### config.mk
export PLATFORM = sky130hd
export DESIGN_NAME = fetch_unit
export DESIGN_NICKNAME = d
export VERILOG_FILES = /design/src/rtl/fetch_unit.sv
export SDC_FILE = /design/constraint.sdc
export NUM_CORES = 1
export LEC_CHECK = 0
export CORE_ASPECT_RATIO = 0.6
export CORE_MARGIN = 2
export CORE_UTILIZATION = 35
export CTS_BUF_LIST = sky130_fd_sc_hd__clkbuf_4
export CTS_CLUSTER_SIZE = 28
export DETAILED_ROUTE_END_ITERATION = 8
export PLACE_DENSITY = 0.64
export SLEW_MARGIN = 20
export SYNTH_ARGS = -nofsm -noshare
export SYNTH_HDL_FRONTEND = slang
export SYNTH_SLANG_ARGS = --single-unit
### constraint.sdc
create_clock -name clk_i -period 5.1 [get_ports clk_i]
set_input_delay 0.51 -clock clk_i [delete_from_list [all_inputs] [get_ports clk_i]]
set_output_delay 0.51 -clock clk_i [all_outputs]
set_load 0.05 [all_outputs]
### src/rtl/fetch_unit.sv
`default_nettype none
// ============================================================================
// Module   : fetch_unit
// Purpose  : Instruction fetch FSM. Issues one memory request at a time,
//            holds the returned word until decode accepts it, and handles
//            taken-branch redirects, including dropping a response that was
//            already in flight. A misaligned branch target locks the unit
//            in a sticky fault state until reset.
// Revision : 1.0 - initial release
// ============================================================================
module fetch_unit #(
  parameter logic [63:0] RESET_PC = 64'h0
) (
  input  logic        clk_i,
  input  logic        rst_ni,
  // instruction memory
  output logic        mem_req_o,
  output logic [63:0] mem_addr_o,
  input  logic        mem_ready_i,
  input  logic [31:0] mem_rdata_i,
  // decode side
  output logic [31:0] instr_o,
  output logic [63:0] instr_pc_o,
  output logic        instr_valid_o,
  input  logic        instr_ready_i,
  // branch redirect
  input  logic        redirect_i,
  input  logic [63:0] redirect_pc_i,
  input  logic [63:0] redirect_imm_i,
  // status
  output logic        fetch_fault_o
);

  typedef enum logic [1:0] {
    IDLE  = 2'd0,
    FETCH = 2'd1,
    HOLD  = 2'd2,
    FAULT = 2'd3
  } state_e;

  state_e      state_q;
  logic [63:0] pc_q;
  logic        discard_q;
  logic        mem_req_q;
  logic [63:0] mem_addr_q;
  logic [31:0] instr_q;
  logic [63:0] instr_pc_q;
  logic        instr_valid_q;
  logic        fetch_fault_q;

  // Branch target: the immediate is in half-word units, carry out of bit 63 dropped.
  logic [63:0] target;
  assign target = redirect_pc_i + (redirect_imm_i << 1);

  // Fetch FSM; redirect outranks every other transition, FAULT ignores all inputs.
  always_ff @(posedge clk_i or negedge rst_ni) begin
    if (!rst_ni) begin
      state_q       <= IDLE;
      pc_q          <= RESET_PC;
      discard_q     <= 1'b0;
      mem_req_q     <= 1'b0;
      mem_addr_q    <= 64'h0;
      instr_q       <= 32'h0;
      instr_pc_q    <= 64'h0;
      instr_valid_q <= 1'b0;
      fetch_fault_q <= 1'b0;
    end else if (state_q != FAULT) begin
      if (redirect_i) begin
        instr_valid_q <= 1'b0;
        pc_q          <= target;
        if (target[1]) begin
          state_q       <= FAULT;
          fetch_fault_q <= 1'b1;
          mem_req_q     <= 1'b0;
          discard_q     <= 1'b0;
        end else if (state_q == FETCH && !mem_ready_i) begin
          // Request must complete at its old address; drop that response later.
          discard_q <= 1'b1;
        end else begin
          // IDLE, HOLD, or response arriving this edge (dropped): go to target now.
          state_q    <= FETCH;
          mem_req_q  <= 1'b1;
          mem_addr_q <= target;
          discard_q  <= 1'b0;
        end
      end else begin
        case (state_q)
          IDLE: begin
            state_q    <= FETCH;
            mem_req_q  <= 1'b1;
            mem_addr_q <= pc_q;
          end
          FETCH: begin
            if (mem_ready_i) begin
              if (discard_q) begin
                // Stale response; pc already holds the redirect target.
                discard_q  <= 1'b0;
                mem_addr_q <= pc_q;
              end else begin
                instr_q       <= mem_rdata_i;
                instr_pc_q    <= mem_addr_q;
                instr_valid_q <= 1'b1;
                pc_q          <= mem_addr_q + 64'd4;
                mem_req_q     <= 1'b0;
                state_q       <= HOLD;
              end
            end
          end
          HOLD: begin
            if (instr_valid_q && instr_ready_i) begin
              instr_valid_q <= 1'b0;
              state_q       <= FETCH;
              mem_req_q     <= 1'b1;
              mem_addr_q    <= pc_q;
            end
          end
          default: ;
        endcase
      end
    end
  end

  assign mem_req_o     = mem_req_q;
  assign mem_addr_o    = mem_addr_q;
  assign instr_o       = instr_q;
  assign instr_pc_o    = instr_pc_q;
  assign instr_valid_o = instr_valid_q;
  assign fetch_fault_o = fetch_fault_q;

endmodule
`default_nettype wire
# Yosys cells after proc, flatten, opt, wreduce, memory -nomap -nowiden
# Cells that the tools add are included.
# classes
n_lt_le_gt_ge,0
n_reduce_logical,15
add_sub_neg,2
div,0
n_shift,0
bitwise_logic,2
eq_ne,11
n_mul,0
muxes,35
# op_table
op,n
2-to-1 mux 64 bit,10
one-hot mux 64 bit (3 select lines),1
"adder 64 x 3 -> 64 bit, second input constant",1
adder 64 bit,1
2-to-1 mux 1 bit,15
"inequality test 3 bit, second input constant",5
2-to-1 mux 2 bit,6
AND reduction 5 bit,2
"inequality test 2 bit, second input constant",4
AND reduction 7 bit,1
one-hot mux 2 bit (3 select lines),1
AND reduction 3 bit,2
AND reduction 6 bit,1
AND reduction 4 bit,1
nonzero test 2 bit,2
nonzero test 4 bit,1
one-hot mux 1 bit (3 select lines),1
nonzero test 3 bit,1
"== test 2 x 1 -> 1 bit, second input constant",1
"== test 2 bit, second input constant",1
logical AND 1 bit,2
zero test 2 bit,1
inverter 1 bit,2
one-hot mux 1 bit (2 select lines),1
zero test 1 bit,1
# word_totals
word_cells,74
ramBits,0
register_bits,230
n_memories,0
romBits,0
out_inout_bits,163
latch_bits,0

# Longest topological paths before layout
# logic_depth
word_depth,5
mapped_depth,13

# Worst setup path before layout
# Ideal clock, no wire load.
# synth_timing
path_type,in2reg
start,input redirect_pc_i[1]
end,register pc_q[55]
cell_stages,13
arrival_ps,2919
setup_time_ps,133
path_slack_ps,2048
path_cell_list,ha_1 > inv_1 > fa_1 > nor2b_4 > o31a_1 > o31ai_1 > a21oi_1 > o211ai_1 > a2111oi_4 > o211ai_2 > o21ba_1 > a21oi_1 > o21ai_0
# synth_between
elab_chain_cells,2
# synth_lines
item,line,text
"start, declared",28,"input logic [63:0] redirect_pc_i,"
adder 64 bit,53,assign target = redirect_pc_i + (redirect_imm_i << 1);
2-to-1 mux 64 bit,68,if (redirect_i) begin
"end signal, assigned",70,pc_q <= target;
"end signal, assigned",103,pc_q <= mem_addr_q + 64'd4;
"end, declared",42,logic [63:0] pc_q;
# Every way passes these cells.
# A chain may end at the register's enable or synchronous reset.

# Worst setup path after layout
# layout_timing
start,input redirect_imm_i[8]
end,register pc_q[62]
# layout_between
elab_chain_cells,2
# layout_lines
item,line,text
"start, declared",29,"input logic [63:0] redirect_imm_i,"
adder 64 bit,53,
2-to-1 mux 64 bit,68,
# Every way passes these cells.

==> metrics.md <==
| Metric | Value |
|---|---|
| CP Cell Sequence | clkdlybuf4s50_1 -> ha_1 -> nand3_1 -> or3_1 -> a21oi_1 -> o2111ai_1 -> a21oi_1 -> o21ai_1 -> o211ai_2 -> a21oi_1 -> xor2_1 -> a31oi_1 |
| Synth unique cells | 72 |
| Clock Latency Late Sink | 680 ps |
| Final hold vios | 0 |
| Slowest cell delay on critical path | between 400 and 500 ps |
| Final critical-path required period | ~3500 ps |
| Buf/Inv on CP | 1 |
| Mapped cell area | 0.0146 mm2 |
| Layout cells sized above 1 | 6.68% |
| Simple-Gate Fraction of Synth Area | 24.1% |
| Net Sw Frac | 50.7% |
| Synth Area in Adders | 5.52% |
| Max-cap viol count | 0 |
| TritonCTS Sinks | between 200 and 250 |
| Worst hold path type | in -> reg |
| Detailed Routing Iterations Pass 1 | 5 |
| Async SR Flop Fraction | 100% |
| Final worst slack | approximately 1600 ps |
| TritonCTS clock tree | built |
| Status | complete, no violations |
| Global-route wire length before repair | approximately 79 mm |
| Warnings, synthesis | 0 |
| Design area | 0.0192 mm2 |
| Fin Setup TNS | 0 ps |
| Final #Nets | 2350 |
| Setup Buffers After CTS | 0 |
| Avg WL per Cell | 18.8 um |
| Crit path required time | 5620 ps |
| Crit path launch type | input pin |
| VDD IR max | 0.000339 V |
| Root Driver | clkbuf_4 |
| DP Area | 0.0184 mm2 |
| Post-Layout Cell Count | 2719 |
| Static leakage power | about 8.5 nW |
| Residual DRC | 0 |
| Most frequent cell after synthesis | nand2_1 |
| Dominant cell type by area after synthesis | dfrtp_1 |
| DRT Wirelength | 51.1 mm |
| Combinational power share | 54.4% |
| Compound-Gate Fraction of Synth Area | a little under a fifth |
| Cts repair resizes | 0 |
| Pre-CTS setup slack | just over 1000 ps |
| Initial antenna violation count | 2 |
| Top cells by count, synth | 478 x nand2_1, 230 x dfrtp_1, 151 x a21oi_1, 140 x o21ai_0, 98 x nor2_1 |
| Hold_buf cts | 1 |
| CTS clock-pin slew for the worst setup and hold paths | around 60 ps |
| Number of enable flip-flop cells after synthesis | 0 |
| Die Y | 162 um |
| Synth-to-Final Area Change | 30.9% |
| Least-Margin Pin Slew | 974 ps |
| Final max-slew violation count | 0 |
| Post-synth top flop | dfrtp_1 |
| Multiplexer area fraction after synthesis | ~2.6% |
| Mapped Cells | 1825 |
| Io pins | around 330 |
| Die area | 0.0436 mm2 |
| Core area | roughly 0.041 mm2 |
| Largest family of logic cells by synthesized area | simple AND/OR/NAND/NOR gates |
| Post-synthesis xor/xnor area fraction | under 10% |
| Arrival @ worst endpoint | just under 4000 ps |
| Synth top area share | roughly 40% |
| CTS H-Tree Depth | 3 |
| Largest cells by area after synthesis | dfrtp_1 39%, nand2_1 12%, ha_1 5.4%, a21oi_1 5.2%, o21ai_0 4.8% |
| Final hold slack | around 370 ps |
| GR Overflow Total | 0 |
| Max FO, Critical Path | 5 |
| Max-slew headroom | 35.1% |
| Syn_area_per_cell | 8.03 um2 |
| DP HPWL | about 38 mm |
| Largest net degree at the start of global routing | 110 |
| Site Rows | 57 |
| Sequential area share after synthesis | 39.3% |
| Fin crit share | 67.9% |
| Pwr Total | 11.6 mW |
| Part of the power in the clock network | 15.0% |
| Most used cell, CP | a21oi_1 |
| Pwr/cell area | 607 mW/mm2 |
| Number of global-route vias before repair | ~14000 |
| Port bufs | 326 |
| Mapped Nets | 2054 |
| Worst Setup End Kind | register |
| Int Power | 5.73 mW |
| Antenna viol nets, final | 0 |
| Crit-path leading delay family | compound AO/OA/AOI/OAI gates |
| Starting DRT DRC Count | 1524 |
| Crit path kind | in -> reg |
| Vias | 14600 |
| Via density | 5.37 |
| Fillers | 3969 |
| Die W | approximately 270 um |
| CTS max path bufs | 3 |
| Psw | 5.90 mW |
| Unrepaired setup endpoints after global routing | no |
| Flop pwr share | a little under a third |
| Final setup vio count | 0 |
| Final core occ | 46.9% |
| Starting Density | about 36% |
| DP Cell Count | 2612 |
| TritonCTS Buffers | 66 |
| Overall Global Routing Usage | 23.2% |
| FF+latch count, synth | 230 |
| GP Congestion | 0.880 |
| Slowest stage cell, crit path | a21oi_1 |
| Worst Clk Skew | approximately 43 ps |
| Fmax | 289 MHz |
## final cells by class
cell class,instances,area (um2),share of cell area (%)
tap,560,701,3.65
timing repair buffer,343,3420,17.8
clock inverter,15,135,0.705
clock buffer,89,668,3.48
antenna,2,5.00,0.0261
sequential,230,5760,30.0
multi-input combinational,1455,8400,43.8
inverter,25,93.8,0.489
## layout by cell type, fill, tap and decap left out, types with 6 or more instances in the layout
| cell type | instances |
|---|---|
| a21o_1 | 36 |
| a21oi_1 | 151 |
| a22oi_1 | 9 |
| a31oi_1 | 20 |
| and3_1 | 31 |
| and4_1 | 7 |
| buf_4 | 15 |
| clkbuf_4 | 89 |
| clkdlybuf4s50_1 | 324 |
| clkinv_1 | 10 |
| dfrtp_1 | 230 |
| ha_1 | 63 |
| inv_1 | 23 |
| mux2i_1 | 32 |
| nand2_1 | 477 |
| nand2b_1 | 9 |
| nand3_1 | 59 |
| nand3b_1 | 6 |
| nand4_1 | 43 |
| nor2_1 | 97 |
| nor2b_1 | 7 |
| nor3_1 | 21 |
| nor4_1 | 8 |
| o211ai_1 | 9 |
| o21a_1 | 10 |
| o21ai_0 | 139 |
| o21ai_1 | 7 |
| o21bai_1 | 13 |
| or3_1 | 10 |
| xnor2_1 | 62 |
| xor2_1 | 45 |
## layer usage
| layer | up-vias | wire [um] | GRT usage [%] |
|---|---|---|---|
| met4 | 0 | 733 | 5.38 |
| met5 | - | 0 | 0 |
| met3 | 55 | 4390 | 4.60 |
| li1 | 6969 | - | - |
| met2 | 677 | 19500 | 29.9 |
| met1 | 6902 | 26400 | 38.2 |
## power by group through the flow
| stage | registers (mW) | clock network, mW | logic (mW) |
|---|---|---|---|
| 2_1_floorplan | 5.40 | 0 | 2.07 |
| 3_3_place_gp | 3.54 | 0 | 6.24 |
| 3_5_place_dp | 3.58 | 0 | 6.32 |
| 4_1_cts | 3.55 | 1.81 | 6.34 |
| 5_1_grt | 3.68 | 1.92 | 6.76 |
| 6_report | 3.56 | 1.75 | 6.33 |
## kinds of logic after synthesis
logic type	Yosys count
compound gates	450
flops	230
buf+inv	140
mux	37
simple gates	797
fa+ha+maj	64
xor+xnor	107
## sequential cells by signal, summed over array words and instances, names as in the netlist
name           flops
instr_o           32
mem_req_o          1
discard_q          1
instr_valid_o      1
state_q            2
fetch_fault_o      1
instr_pc_o        64
mem_addr_o        64
pc_q              64
## worst reg2reg max path, stage by stage (launching register included)
cell and delay (ps):
dfrtp_1 530, and4_1 300, nand3_1 280, nor4_4 600, nand2_1 310, nor2_4 290
nand4_1 190, xor2_1 180, nor2_1 70, nor4_1 340, nand2_1 80
## path summary, 6_finish.rpt
check / from / endpoint / slack [ps] / depth (start not counted)
worst max register to register: mem_addr_o[16]$_DFFE_PN0P_ / pc_q[63]$_DFFE_PN0P_ / 1840 / 10
max in group asynchronous: rst_ni / pc_q[35]$_DFFE_PN0P_ / 3430 / 3
worst min register to register: pc_q[63]$_DFFE_PN0P_ / pc_q[63]$_DFFE_PN0P_ / 470 / 2
worst min-delay path: mem_rdata_i[1] / instr_o[1]$_DFFE_PN0P_ / 370 / 3
worst max-delay path: redirect_imm_i[8] / pc_q[62]$_DFFE_PN0P_ / 1640 / 12
min in group asynchronous: rst_ni / instr_pc_o[6]$_DFFE_PN0P_ / 490 / 2
Note: power is estimated with default switching activity, not from simulation.
